**src/rtl/wb_port_arbiter_pkg.sv**
```systemverilog
// Shared types and widths for the register-file write-port arbiter.
// Optional feature macro: WB_WAW_KILL_EN (adds a kill bit to buffered entries).
package wb_pkg;

    localparam int unsigned XLEN_DEFAULT = 64;
    localparam int unsigned REG_ADDR_W   = 5;
    localparam int unsigned WAIT_W       = 4;
    localparam int unsigned CNT_W        = 2;
    localparam int unsigned FIFO_DEPTH   = 2;

    // One buffered muldiv result.
    typedef struct packed {
        logic [REG_ADDR_W-1:0]   rd;
        logic [XLEN_DEFAULT-1:0] data;
`ifdef WB_WAW_KILL_EN
        logic                    kill;
`endif
    } wb_entry_t;

endpackage

```
**src/rtl/wb_fifo2.sv**
```systemverilog
// Two-entry in-order FIFO of muldiv results; entry 0 is always the head.
// With WB_WAW_KILL_EN, buffered entries whose rd matches kill_rd_i are marked killed.
module wb_fifo2
    import wb_pkg::*;
(
    input  logic                  clk,
    input  logic                  reset,
    input  logic                  push_i,
    input  wb_entry_t             entry_i,
    input  logic                  pop_i,
`ifdef WB_WAW_KILL_EN
    input  logic                  kill_en_i,
    input  logic [REG_ADDR_W-1:0] kill_rd_i,
`endif
    output wb_entry_t             head_o,
    output logic [CNT_W-1:0]      count_o
);

    wb_entry_t         ent0_q, ent0_d;
    wb_entry_t         ent1_q, ent1_d;
    logic [CNT_W-1:0]  count_q, count_d;

    // Next-state: mark kills on resident entries, then pop (shift), then push.
    always_comb begin
        ent0_d  = ent0_q;
        ent1_d  = ent1_q;
        count_d = count_q;
`ifdef WB_WAW_KILL_EN
        if (kill_en_i) begin
            if ((count_q != CNT_W'(0)) && (ent0_q.rd == kill_rd_i)) begin
                ent0_d.kill = 1'b1;
            end
            if ((count_q == CNT_W'(FIFO_DEPTH)) && (ent1_q.rd == kill_rd_i)) begin
                ent1_d.kill = 1'b1;
            end
        end
`endif
        if (pop_i && (count_q != CNT_W'(0))) begin
            ent0_d  = ent1_d;
            count_d = count_q - CNT_W'(1);
        end
        if (push_i && (count_d != CNT_W'(FIFO_DEPTH))) begin
            if (count_d == CNT_W'(0)) begin
                ent0_d = entry_i;
            end else begin
                ent1_d = entry_i;
            end
            count_d = count_d + CNT_W'(1);
        end
    end

    // Storage and occupancy registers.
    always_ff @(posedge clk or posedge reset) begin
        if (reset) begin
            ent0_q  <= '0;
            ent1_q  <= '0;
            count_q <= '0;
        end else begin
            ent0_q  <= ent0_d;
            ent1_q  <= ent1_d;
            count_q <= count_d;
        end
    end

    assign head_o  = ent0_q;
    assign count_o = count_q;

endmodule

```
**src/rtl/wb_port_arbiter.sv**
```systemverilog
// Arbitrates the single register-file write port between MEM/WB writeback and
// buffered multiply/divide results, with an anti-starvation stall of the pipeline.
// Optional feature macro: WB_WAW_KILL_EN (pipeline writes kill older buffered results to the same rd).
// XLEN must not exceed wb_pkg::XLEN_DEFAULT (buffer data width).
module wb_port_arbiter
    import wb_pkg::*;
#(
    parameter int unsigned XLEN     = XLEN_DEFAULT,
    parameter int unsigned MAX_WAIT = 4
) (
    input  logic                  clk,
    input  logic                  reset,
    input  logic                  wb_regwrite,
    input  logic                  wb_memtoreg,
    input  logic [REG_ADDR_W-1:0] wb_rd,
    input  logic [XLEN-1:0]       wb_readdata,
    input  logic [XLEN-1:0]       wb_alu_result,
    input  logic                  md_valid,
    output logic                  md_ready,
    input  logic [REG_ADDR_W-1:0] md_rd,
    input  logic [XLEN-1:0]       md_data,
    output logic                  pipe_stall,
    output logic                  rf_we,
    output logic [REG_ADDR_W-1:0] rf_waddr,
    output logic [XLEN-1:0]       rf_wdata,
    output logic [CNT_W-1:0]      buf_count
);

    wb_entry_t              head;
    wb_entry_t              push_entry;
    logic [CNT_W-1:0]       count;

    logic                   pipe_req_c;
    logic [XLEN-1:0]        pipe_data_c;
    logic                   buf_nonempty_c;
    logic                   starve_c;
    logic                   head_kill_c;
    logic                   push_c;
    logic                   pop_c;
    logic                   stall_c;

    logic [WAIT_W-1:0]      wait_cnt_q, wait_cnt_d;
    logic                   rf_we_q, rf_we_d;
    logic [REG_ADDR_W-1:0]  rf_waddr_q, rf_waddr_d;
    logic [XLEN-1:0]        rf_wdata_q, rf_wdata_d;

    // Request qualification and buffer status.
    assign pipe_req_c     = wb_regwrite && (wb_rd != REG_ADDR_W'(0));
    assign pipe_data_c    = wb_memtoreg ? wb_readdata : wb_alu_result;
    assign buf_nonempty_c = (count != CNT_W'(0));
    assign starve_c       = buf_nonempty_c && (wait_cnt_q == WAIT_W'(MAX_WAIT));
    assign md_ready       = (count < CNT_W'(FIFO_DEPTH));
    assign push_c         = md_valid && md_ready && (md_rd != REG_ADDR_W'(0));

`ifdef WB_WAW_KILL_EN
    logic pipe_grant_c;
    assign head_kill_c  = buf_nonempty_c && head.kill;
    // A killed head never wins over the pipeline, so a starve cycle with a killed head grants the pipeline.
    assign pipe_grant_c = pipe_req_c && !(starve_c && !head_kill_c);
`else
    assign head_kill_c  = 1'b0;
`endif

    // Incoming muldiv result as a buffer entry.
    always_comb begin
        push_entry      = '0;
        push_entry.rd   = md_rd;
        push_entry.data = XLEN_DEFAULT'(md_data);
    end

    // Per-cycle grant: starving live head, then pipeline, then any buffered head.
    always_comb begin
        pop_c      = 1'b0;
        stall_c    = 1'b0;
        rf_we_d    = 1'b0;
        rf_waddr_d = rf_waddr_q;
        rf_wdata_d = rf_wdata_q;
        if (starve_c && !head_kill_c) begin
            pop_c      = 1'b1;
            stall_c    = pipe_req_c;
            rf_we_d    = 1'b1;
            rf_waddr_d = head.rd;
            rf_wdata_d = XLEN'(head.data);
        end else if (pipe_req_c) begin
            pop_c      = starve_c;
            rf_we_d    = 1'b1;
            rf_waddr_d = wb_rd;
            rf_wdata_d = pipe_data_c;
        end else if (buf_nonempty_c) begin
            pop_c = 1'b1;
            if (!head_kill_c) begin
                rf_we_d    = 1'b1;
                rf_waddr_d = head.rd;
                rf_wdata_d = XLEN'(head.data);
            end
        end
    end

    // Head wait counter: saturating while the head is held, cleared on pop or empty.
    always_comb begin
        wait_cnt_d = wait_cnt_q;
        if (!buf_nonempty_c || pop_c) begin
            wait_cnt_d = '0;
        end else if (wait_cnt_q < WAIT_W'(MAX_WAIT)) begin
            wait_cnt_d = wait_cnt_q + WAIT_W'(1);
        end
    end

    wb_fifo2 u_fifo (
        .clk       (clk),
        .reset     (reset),
        .push_i    (push_c),
        .entry_i   (push_entry),
        .pop_i     (pop_c),
`ifdef WB_WAW_KILL_EN
        .kill_en_i (pipe_grant_c),
        .kill_rd_i (wb_rd),
`endif
        .head_o    (head),
        .count_o   (count)
    );

    // Registered write port and wait counter.
    always_ff @(posedge clk or posedge reset) begin
        if (reset) begin
            wait_cnt_q <= '0;
            rf_we_q    <= 1'b0;
            rf_waddr_q <= '0;
            rf_wdata_q <= '0;
        end else begin
            wait_cnt_q <= wait_cnt_d;
            rf_we_q    <= rf_we_d;
            rf_waddr_q <= rf_waddr_d;
            rf_wdata_q <= rf_wdata_d;
        end
    end

    assign pipe_stall = stall_c;
    assign rf_we      = rf_we_q;
    assign rf_waddr   = rf_waddr_q;
    assign rf_wdata   = rf_wdata_q;
    assign buf_count  = count;

endmodule

```
**config.mk**
```make
export PLATFORM = sky130hd
export DESIGN_NAME = wb_port_arbiter
export DESIGN_NICKNAME = d
export VERILOG_FILES = /design/src/rtl/wb_port_arbiter_pkg.sv /design/src/rtl/wb_fifo2.sv /design/src/rtl/wb_port_arbiter.sv
export SDC_FILE = /design/constraint.sdc
export NUM_CORES = 1
export LEC_CHECK = 0
export ABC_CLOCK_PERIOD_IN_PS = 7050
export BUFFER_PORTS_ARGS = -buffer_cell sky130_fd_sc_hd__buf_2
export CORE_UTILIZATION = 52
export CTS_CLUSTER_DIAMETER = 150
export CTS_CLUSTER_SIZE = 14
export DETAILED_ROUTE_END_ITERATION = 10
export PLACE_DENSITY = 0.85
export SLEW_MARGIN = 15
export SYNTH_ARGS = -nofsm -noshare
export SYNTH_HDL_FRONTEND = slang
export SYNTH_SLANG_ARGS = --single-unit
```
**constraint.sdc**
```tcl
create_clock -name clk -period 7.05 [get_ports clk]
set_clock_uncertainty 0.1 [all_clocks]
set_input_delay 0.3525 -clock clk [delete_from_list [all_inputs] [get_ports clk]]
set_output_delay 0.3525 -clock clk [all_outputs]
set_load 0.05 [all_outputs]
```
Yosys cells after proc, flatten, opt, wreduce, memory -nomap -nowiden
Cells that the tools add are included.

word-level totals
  bits in registers = 214
  output and inout port bits = 74

cells by class
  add/subtract/negate cells = 3
  order comparisons = 2
  equal/unequal tests = 2
  muxes and demuxes = 20
  bitwise gates (word level) = 1
  reduce and logical (&&, ||, !) cells = 15

operators with widths
  kind                 number
  $mux 64              4
  $mux 69              3
  $mux 5               3
  $reduce_bool 5->1    2
  $mux 4               2
  $logic_and 1x1->1    6
  $mux 1               6
  $add 4x1->4 const B  1
  $eq 4x3->1 const B   1
  $lt 4x3->1 const B   1
  $mux 2               2
  $reduce_bool 2->1    2
  $reduce_bool 3->1    1
  $add 2x1->2 const B  1
  $logic_not 2->1      1
  $lt 2x2->1 const B   1
  $ne 2x2->1 const B   1
  $reduce_and 2->1     1
  $sub 2x1->2 const B  1
  $logic_not 1->1      1
  $logic_or 1x1->1     1
  $not 1->1            1

Logic depth before layout (Yosys ltp)
  depth in word-level cells = 9
  gate-level depth with buffers = 16

Cells and area by module
A second synthesis with hierarchy kept.

second synthesis, totals
  cells, all modules = 1078
  area, all modules = 11521.0 µm²

modules (own cells, without submodules)
  module           instances  cells an instance  area each (µm²)
  wb_fifo2         1          657                6954.2
  wb_port_arbiter  1          421                4566.9

Worst setup path before layout
No wires, ideal clock.

  path type = register -> register
  start point = reg u_fifo.count_q[1] (netlist: u_fifo.count_o[1])
  end point = reg u_fifo.ent0_q (netlist bit u_fifo.head_o[58])
  setup time = 0.119 ns
  data arrival time = 3.897 ns
  required time = 6.831 ns
  path slack = 2.934 ns
  stages on the path, launching flop included = 17
  period minus slack after synthesis = 4.116 ns
  cells stage by stage = dfrtp_1 > inv_1 > ha_1 > buf_2 > nand4bb_1 > o211a_1 > buf_6 > nor2_4 > a21oi_1 > ha_1 > inv_1 > o211ai_2 > a2111oi_0 > a21oi_2 > buf_2 > buf_4 > o21a_1

RTL lines
  item                    RTL line        RTL
  from (decl)             wb_fifo2.sv:21  logic [CNT_W-1:0] count_q, count_d;
  from (signal assigned)  wb_fifo2.sv:61  count_q <= count_d;
  to (signal assigned)    wb_fifo2.sv:59  ent0_q <= ent0_d;
  to (decl)               wb_fifo2.sv:19  wb_entry_t ent0_q, ent0_d;

==> impl_metrics.yaml <==
cts:
  clk_pin_slew_ns: 0.07
  clockBufferDepth: 3
  cts_buffers: 19
  cts_tree: "built"
  cts_resized: 0
  cts_htree_levels: 1
  cts_root_buffer: "clkbuf_16"
  cts_num_sinks: 214
  clock_latency_ns: 0.48
worst_setup_path:
  r2r_end: "u_fifo.head_o[48]$_DFF_PP0_"
  end_kind: "register"
  reg2reg_depth: 13
  critical_path_class: "register to register"
  critPathArrivalTime_ns: 4.97
  cp-start-kind: "register"
  cp_max_fo: 42
  reg2reg_setup_slack_ns: 2.39
  required_ns: 7.35
  reg2reg_from: "u_fifo.count_o[0]$_DFF_PP0_"
drt:
  m1WireLength_mm: 10.4
  viasPerCell: 5.78
  wl_met3_mm: 1.07
  met2WireLength_mm: 12.0
  top_layer: "met4"
  drtIter0Drc: 377
  route.detailed.drc: 0
  firstDrtPassIters: 4
  vias: 7630
  wl_per_cell_um: 18.4
  drtAntennaViolNets: 0
  routed_wl_mm: 24.2
finish:
  drive_gt1_frac: 0.359
  area_growth_pct: 23.8
  nFillCells: 1429
  instances_no_fill: 1320
  finalNetCount: 1297
yosys:
  seq_area_frac_synth: 0.541
  synth_flop_cell: "dfrtp_1"
  syn_area_um2: 9900
  ys_seq_elements: 214
  ys_top_cells_by_area: "dfrtp_1, mux2_2, mux2i_1"
  synth_cells: 803
  syn_area_per_cell_um2: 12.3
  yosys_warnings: 0
  synth_nets: 1014
  synth_cell_types: 39
  synth_top_area_share: 0.541
  synth_top_area_cell: "dfrtp_1"
  async_flop_share: 1.00
  synth-edff-count: 0
timing:
  fin_crit_sh: 0.662
  drv_slew: 0
  hold_viol: 49
  rsz0062_at_grt: "no"
  tns_ns: 0
  fmax_ghz: 0.214
  setup_viol: 0
  tightest_slew_ns: 1.03
  relSlewSlack: 0.307
  fin_crit_ns: 4.66
  hold_slack_ns: -0.0314
floorplan:
  pin_count: 281
  die-area_um2: 19600
  start_util: 0.529
  rows: 50
  die_h_um: 140
  core-area_um2: 18700
  fp.dieW_um: 140
power_and_ir_drop:
  vdd_drop_max_mv: 0.267
  power_uw: 5740
  power.leakage_uw: 0.00585
  power_density_nw_per_um2: 468
global_routing:
  grtUsageTotal: 0.247
  grt_max_degree: 133
  grt_pass1_vias: 7746
  antenna_found_initial: 1
  grt_pass1_wl_mm: 38.9
  grt_overflow: 0
placement:
  dpl.cell_count: 1260
  hpwlAfterDp_mm: 15.5
  portBuffers: 280
  gp_congestion: 0.797
outcome:
  violations: "negative hold slack"
  status: "complete, but fails checks"
job:
  drv_cap: 0
hold_path:
  min_path_type: "input port to async pin"
-- worst max-delay path, stage by stage (launching register included) --
cell,delay [ns]
dfrtp_1,0.45
inv_1,0.11
ha_1,0.46
nand4bb_1,0.32
o211a_4,0.56
o21ai_2,0.13
and2_1,0.19
ha_1,0.18
inv_1,0.06
o211ai_2,0.20
o211ai_4,0.89
buf_4,0.52
o22a_1,0.21
o21a_1,0.14
-- timing repair --
item	CTS	global route
hold buffers	39	0
endpoints found under the hold margin	39	0
buffers inserted	0	0
-- Yosys cell counts (6+ instances only) --
master	count
nor2_1	68
clkbuf_1	26
dfrtp_1	214
buf_1	6
o21a_1	69
mux2i_1	65
a21o_1	65
a211oi_1	64
o22a_1	69
buf_2	24
inv_1	12
buf_4	7
mux2_2	59
mux2_4	10
-- kinds of logic (layout without fill, tap and decap cells) --
group | count (synthesis) | in the layout | share of synthesized area
AND/OR/NAND/NOR | 85 | 85 | 0.0363
AO/OA/AOI/OAI | 286 | 286 | 0.230
buffers and inverters | 78 | 360 | 0.0379
adder cells (fa/ha/maj) | 4 | 4 | 0.00505
XOR/XNOR | 2 | 2 | 0.00177
other | 0 | 1 | 0
flip-flops | 214 | 214 | 0.541
multiplexers | 134 | 134 | 0.148
-- flip-flops by register name, indices dropped and copies added (netlist names) --
signal	flops
rf_waddr	5
rf_wdata	64
rf_we	1
u_fifo.count_o	2
u_fifo.ent1_q	69
u_fifo.head_o	69
wait_cnt_q	4
-- cells in the final DEF, fill, tap and decap left out, drive strengths merged, types with 2 or more instances in the layout --
cell type      n
a211oi        64
a21o          65
a21oi          5
a222oi         3
a22oi          2
and2           2
buf          289
clkbuf        19
dfrtp        214
dlygate4sd3   39
ha             4
inv           13
mux2          69
mux2i         65
nand2          5
nor2          69
nor3           4
o211ai         3
o21a          69
o21ai          3
o22a          69
or4            2
-- routing by layer --
layer | vias up | global-route usage
li1 | 3542 | -
met1 | 3800 | 0.316
met2 | 234 | 0.424
met3 | 54 | 0.0352
met4 | 0 | 0.0989
met5 | - | 0
-- layout make-up --
type / instances / area [µm²] / share of cell area
Sequential cell: 214 / 5360 / 0.437
Clock inverter: 1 / 11.3 / 0.000919
Multi-Input combinational cell: 511 / 4210 / 0.343
Antenna cell: 1 / 2.50 / 0.000204
Tap cell: 234 / 293 / 0.0239
Clock buffer: 19 / 475 / 0.0388
Timing Repair Buffer: 328 / 1860 / 0.152
Inverter: 12 / 52.6 / 0.00429
-- power breakdown --
group          leakage, µW  total [µW]  internal [µW]  switching, µW
clock network     0.000240         901            480            421
registers          0.00249        2190           1850            340
logic              0.00312        2650           1060           1590
-- through the flow --
| step | worst slack [ns] | cell area, µm² | util |
|---|---|---|---|
| 3_3_place_gp | 2.55 | 11400 | 0.608 |
| 6_report | 2.39 | 12300 | 0.655 |
| 5_1_grt | 2.04 | 12300 | 0.655 |
| 4_1_cts | 2.40 | 12300 | 0.655 |
| 2_1_floorplan | 0.747 | 9900 | - |
| 3_5_place_dp | 2.42 | 11400 | 0.608 |
-- worst max path at each step --
stage | startpoint | end | slack, ns | depth (start not counted)
floorplan | reset | rf_waddr[0]$_DFFE_PP0P_ | 0.75 | 1
global placement | u_fifo.count_o[0]$_DFF_PP0_ | u_fifo.head_o[65]$_DFF_PP0_ | 2.55 | 13
finish | u_fifo.count_o[0]$_DFF_PP0_ | u_fifo.head_o[48]$_DFF_PP0_ | 2.39 | 13
detailed placement | u_fifo.count_o[0]$_DFF_PP0_ | u_fifo.head_o[65]$_DFF_PP0_ | 2.42 | 13
global route | u_fifo.count_o[1]$_DFF_PP0_ | u_fifo.head_o[52]$_DFF_PP0_ | 2.04 | 13
CTS | u_fifo.count_o[0]$_DFF_PP0_ | u_fifo.head_o[52]$_DFF_PP0_ | 2.40 | 13
Power figures use the tool's default switching activity.
